### config.mk
export PLATFORM = sky130hd
export DESIGN_NAME = button_debouncer
export DESIGN_NICKNAME = d
export VERILOG_FILES = /design/src/rtl/button_debouncer.sv
export SDC_FILE = /design/constraint.sdc
export NUM_CORES = 1
export LEC_CHECK = 0
export CAP_MARGIN = 30
export CORE_UTILIZATION = 25
export CTS_CLUSTER_DIAMETER = 50
export DETAILED_ROUTE_END_ITERATION = 8
export PLACE_DENSITY_LB_ADDON = 0.2
export SLEW_MARGIN = 20
export SYNTH_ARGS = -nofsm -noshare
export SYNTH_HDL_FRONTEND = slang
export SYNTH_SLANG_ARGS = --single-unit
export TNS_END_PERCENT = 30
### constraint.sdc
create_clock -name clock_25 -period 3 [get_ports clock_25]
set_input_delay 0.6 -clock clock_25 [delete_from_list [all_inputs] [get_ports clock_25]]
set_output_delay 0.6 -clock clock_25 [all_outputs]
set_load 0.01 [all_outputs]
### src/rtl/button_debouncer.sv
// Two-channel push-button conditioner for the snake game core.
// Each raw key is polarity-normalised, passed through a 2-FF synchroniser
// and debounced by a saturating hold counter. The block outputs the clean
// levels, a one-cycle pulse per accepted press, and a busy flag. An optional
// chord lockout keeps a simultaneous right+left press from producing a turn pulse.
module button_debouncer #(
    parameter int DEBOUNCE_CYCLES = 250000,
    parameter int CNT_BIT         = 18,
    parameter int ACTIVE_LOW      = 1,
    parameter int LOCKOUT         = 1
) (
    input  logic clock_25,
    input  logic reset,
    input  logic key_right,
    input  logic key_left,
    output logic right_P,
    output logic left_P,
    output logic right_press,
    output logic left_press,
    output logic busy
);

    // Channel index 0 is right, 1 is left throughout.
    localparam logic               INV     = (ACTIVE_LOW != 0);
    localparam logic               LOCK_EN = (LOCKOUT != 0);
    localparam logic [CNT_BIT-1:0] CNT_MAX = CNT_BIT'(DEBOUNCE_CYCLES - 1);

    logic [1:0]         w_key_norm;
    logic [1:0]         r_sync1;
    logic [1:0]         r_sync2;
    logic [1:0]         r_stable;
    logic [1:0]         r_press;
    logic [CNT_BIT-1:0] r_cnt [2];
    logic [1:0]         w_accept;
    logic [1:0]         w_rise;
    logic [1:0]         w_press_next;

    // Pressed reads as 1 after normalisation, whatever the board polarity.
    assign w_key_norm = {key_left, key_right} ^ {2{INV}};

    // Two-flop synchroniser; reset loads the released value so that
    // leaving reset can never look like a press edge.
    always_ff @(posedge clock_25) begin
        if (reset) begin
            r_sync1 <= 2'b00;
            r_sync2 <= 2'b00;
        end else begin
            r_sync1 <= w_key_norm;
            r_sync2 <= r_sync1;
        end
    end

    // Decide which channels accept a new level this edge, which of those are
    // presses, and whether the lockout swallows the press pulse.
    always_comb begin
        w_accept     = 2'b00;
        w_rise       = 2'b00;
        w_press_next = 2'b00;
        for (int i = 0; i < 2; i++) begin
            w_accept[i] = (r_sync2[i] != r_stable[i]) && (r_cnt[i] == CNT_MAX);
            w_rise[i]   = w_accept[i] & r_sync2[i];
        end
        if (LOCK_EN) begin
            // Suppress if the other side is already held or rises on this edge.
            w_press_next[0] = w_rise[0] & ~(r_stable[1] | w_rise[1]);
            w_press_next[1] = w_rise[1] & ~(r_stable[0] | w_rise[0]);
        end else begin
            w_press_next = w_rise;
        end
    end

    // Debounce: a differing level must survive DEBOUNCE_CYCLES consecutive
    // edges; any return to the stable value restarts the count from zero.
    always_ff @(posedge clock_25) begin
        if (reset) begin
            r_stable <= 2'b00;
            for (int i = 0; i < 2; i++) begin
                r_cnt[i] <= '0;
            end
        end else begin
            for (int i = 0; i < 2; i++) begin
                if (r_sync2[i] == r_stable[i]) begin
                    r_cnt[i] <= '0;
                end else if (w_accept[i]) begin
                    r_stable[i] <= r_sync2[i];
                    r_cnt[i]    <= '0;
                end else begin
                    r_cnt[i] <= r_cnt[i] + 1'b1;
                end
            end
        end
    end

    // Press pulse register, high for the first cycle of the new level only.
    always_ff @(posedge clock_25) begin
        if (reset) begin
            r_press <= 2'b00;
        end else begin
            r_press <= w_press_next;
        end
    end

    assign right_P     = r_stable[0];
    assign left_P      = r_stable[1];
    assign right_press = r_press[0];
    assign left_press  = r_press[1];
    // Derived only from counter registers, so no path from the raw keys.
    assign busy        = (r_cnt[0] != '0) | (r_cnt[1] != '0);

endmodule

# Yosys cells after proc, flatten, opt, wreduce, memory -nomap -nowiden
# Memory sizes are Yosys's and may differ from the RTL's.
# Index checks and enable logic that the tools add are counted.
# classes
mux,30
eq_ne,6
n_bitwise,18
addsub,2
n_reduce_logical,6
# op_table
operator,n
two-way mux 18 bit,6
"adder 18 x 1 -> 18 bit, second input constant",2
"equality test 18 bit, second input constant",2
nonzero test 18 bit,2
two-way mux 1 bit,24
OR 1 bit,9
bitwise AND 1 bit,4
inverter 1 bit,4
AND reduction 2 bit,2
equality test 1 bit,2
logical AND 1 bit,2
inequality test 1 bit,2
inverter 2 bit,1
# totals
output_inout_bits,5
reg_bits,8
wordCells,68
input_bits,4
n_memories,1
ramBits,36
# mem_list
name,depth,word_bits,rd,rd_ports_with_merged_regs,wr,line_no,text
r_cnt,2,18,2,0,2,33,logic [CNT_BIT-1:0] r_cnt [2];

# Depth between registers and ports, before layout
# depth
ltp_word,8
ltp_mapped,7
ltp_nobuf,5

# Worst setup path before layout
# No wires, ideal clock.
# synth_timing
path_type,register to output
start,memory r_cnt[1][0]
end,output busy
arrival_time_ps,1509
path_stages_with_launch,6
slack_ps,891
n_path_buf,0
path_cell_list,edfxtp_1 inv_1 ha_1 nor4bb_1 nand3_1 or4_1
# synth_rtl
element,line_no,text
start: declaration,33,
end: declaration,20,output logic busy

==> key figures <==
Drt
  • Drt drc: 0
  • Routed Antenna Nets: 0
  • Via density: 4.43
  • Via Count: 1785
  • DR iter-0 viols: 48
  • First-pass DRT Iterations: 4
  • DRT Wirelength: a little under 5000 um
  • Wirelength per Cell: approximately 12 um

Setup path
  • Worst path bufs/invs: 1
  • Crit path DAT: 2.01 ns
  • Crit path cell chain: nor4_2 > nand2_1 > or4_1 > dlymetal6s2s_1
  • CP peak stage delay: 0.54 ns
  • CP Launch Type: register
  • Slowest CP cell: or4_1
  • Setup CP Type: reg2out
  • R2R setup slack: 1.02 ns
  • Worst-path maximum fanout: 6
  • Crit path max-delay family: simple AND/OR/NAND/NOR gates
  • Crit end category: output pin
  • Worst Path Required: 2.40 ns

Clock network
  • Clock Path Buffers: 2
  • Worst-path clk slew: 0.09 ns
  • CTS root buffer: clkbuf_8
  • Clk sinks: 44
  • TritonCTS clock tree: yes
  • Worst skew pair latency: 0.29 ns
  • Total CTS buffers: 5
  • Number of H-tree levels: 2

Cells and area
  • Footprint of the multi-input gates: 1210 um2
  • N_diodes: 0
  • Layout area overhead: 22.1%
  • Share of cells above drive strength 1: 8.56%
  • Layout fillers: 996
  • Layout Cells excl Fill: 403
  • Register area: about 1200 um2
  • Layout Nets: around 300

Synthesis
  • Seq/Total Area, Yosys: 52.4%
  • Synth cell types: 32
  • Top cell type by total area after synthesis: edfxtp_1
  • Synthesized area: 2370 um2
  • Yosys top cell area share: a little under half
  • Number of synthesized flops with an enable pin: 36
  • Ys flop type: edfxtp_1
  • Synth Register Bits: 44
  • Count leader, synth: nor2_1
  • Synthesized instance count: 237
  • Top post-synthesis cells by count: nor2_1, edfxtp_1, xnor2_1, nor4_1, nand2_1
  • Syn_area_per_cell: 10.0 um2
  • Ys async rst share: 0%
  • Ys Warns: 0
  • Synth top area cells: edfxtp_1, xnor2_1, dfxtp_1

Timing
  • Final setup vio count: 0
  • Hold slack: 0.445 ns
  • FMAX: 383 MHz
  • Period utilization: 87.1%
  • Setup tns final: 0 ns
  • Slew Limit Fails: 0
  • Max Clock Skew: 0.00983 ns
  • Unrepaired setup endpoints after global routing: no
  • Final hold vios: 0
  • Min Tclk post-route: 2.61 ns

Floorplanning
  • Initial Utilization: 25.8%
  • I/O pin count: 9
  • Area of the core: between 9000 and 10000 um2
  • Die width: between 90 and 100 um
  • Num rows: 35
  • Die area: 9870 um2
  • Die Y: ~100 um

Power and ir drop
  • Power Density: 406 nW/um2
  • Worst VDD drop: 0.178 mV
  • Leakage: 0.000954 uW

Worst hold path
  • Hold WC Path Type: reg2reg

Global routing
  • Global-route wire length before repair: 7960 um
  • Largest net degree at the start of global routing: 18
  • Antenna violations before repair: 0
  • Grt ovf: 0
  • Vias in the first global route: 1692
  • Total GRT Usage: 10.2%

Placement
  • Dpl hpwl: 3500 um
  • Number of I/O port buffers: 8
  • DP Cell Count: 390
  • RD Place Congestion: about 0.75

Job
  • Max cap viols: 0

Status
  • Status: complete, no violations
-- sequential cells by signal (all words and copies together) (netlist names) --
name and count:
r_sync2 2, r_cnt 36, r_press 2, r_stable 2, r_sync1 2
-- worst paths after layout --
| kind | startpoint | end | depth (start not counted) |
|---|---|---|---|
| worst max-delay path | r_cnt[1][6] | busy | 4 |
| worst min-delay path | r_sync1[0] | r_sync2[0] | 1 |
| worst max register to register | r_cnt[0][3] | r_cnt[0][15] | 5 |
| worst min register to register | r_sync1[0] | r_sync2[0] | 1 |
-- metrics by stage --
stage | setup WS [ns] | total power [uW] | utilization, % | cell area [um2]
floorplan | 0.891 | 767 | - | 2500
global placement | 0.324 | 792 | 29.8 | 2740
detailed placement | 0.292 | 793 | 29.8 | 2740
CTS | 0.00249 | 1190 | 30.9 | 2840
global route | 0.241 | 1220 | 31.5 | 2890
finish | 0.388 | 1170 | 31.5 | 2890
-- cell usage in the layout (no fill, tap or decap), types with 9 or more instances in the layout --
master     n
nor4_1    16
nor3_1     9
edfxtp_1  36
xnor2_1   24
buf_4     12
conb_1    36
nor2_1    41
nand3_1   12
nand4_1   12
inv_1     12
nand2_1   15
-- worst reg2reg max path, cell delays in order, from the launching register on --
cell and delay (ns):
edfxtp_1 0.37, buf_4 0.17, nand4_4 0.15, or3_1 0.47, or4_1 0.49, a21oi_1 0.18
-- report_power, final --
part	internal [uW]	switching, uW
registers	683	28.3
logic	34.4	41.0
clock network	185	203
total	902	272
-- repair_timing --
action / in CTS / in global routing
pin swaps: 0 / 0
endpoints found under the setup margin: 1 / 1
hold endpoints to repair: 0 / 0
hold buffers: 0 / 0
gates resized for setup: 1 / 4
buffers inserted: 1 / 4
-- final cells by class --
class | count | share of cell area [%]
well taps | 111 | 4.80
clock inverters | 1 | 0.130
multi-input cells | 208 | 41.7
repair buffers | 20 | 5.97
clock buffers | 7 | 2.98
inverters | 12 | 1.56
flip-flops and latches | 44 | 42.9
-- cells by family (layout without fill, tap and decap cells) --
group / Yosys count / in the layout / synth area share (%)
AOI/OAI and AO/OA: 10 / 10 / 2.43
xor gates and xnor gates: 31 / 31 / 11.5
adders and majority gates: 4 / 4 / 2.11
buffers and inverters: 20 / 40 / 3.33
DFF: 44 / 44 / 52.4
muxes: 2 / 2 / 0.845
other: 1 / 36 / 0.158
and+or+nand+nor: 125 / 125 / 27.3
-- layer usage --
layer	track usage (%)	up-vias	part of all wire, %
li1	-	922	-
met1	13.1	841	49
met2	17.3	20	48
met3	2.46	2	2.5
met4	2.26	0	0.41
met5	0	-	0
Note: power is estimated with default switching activity, not from simulation.
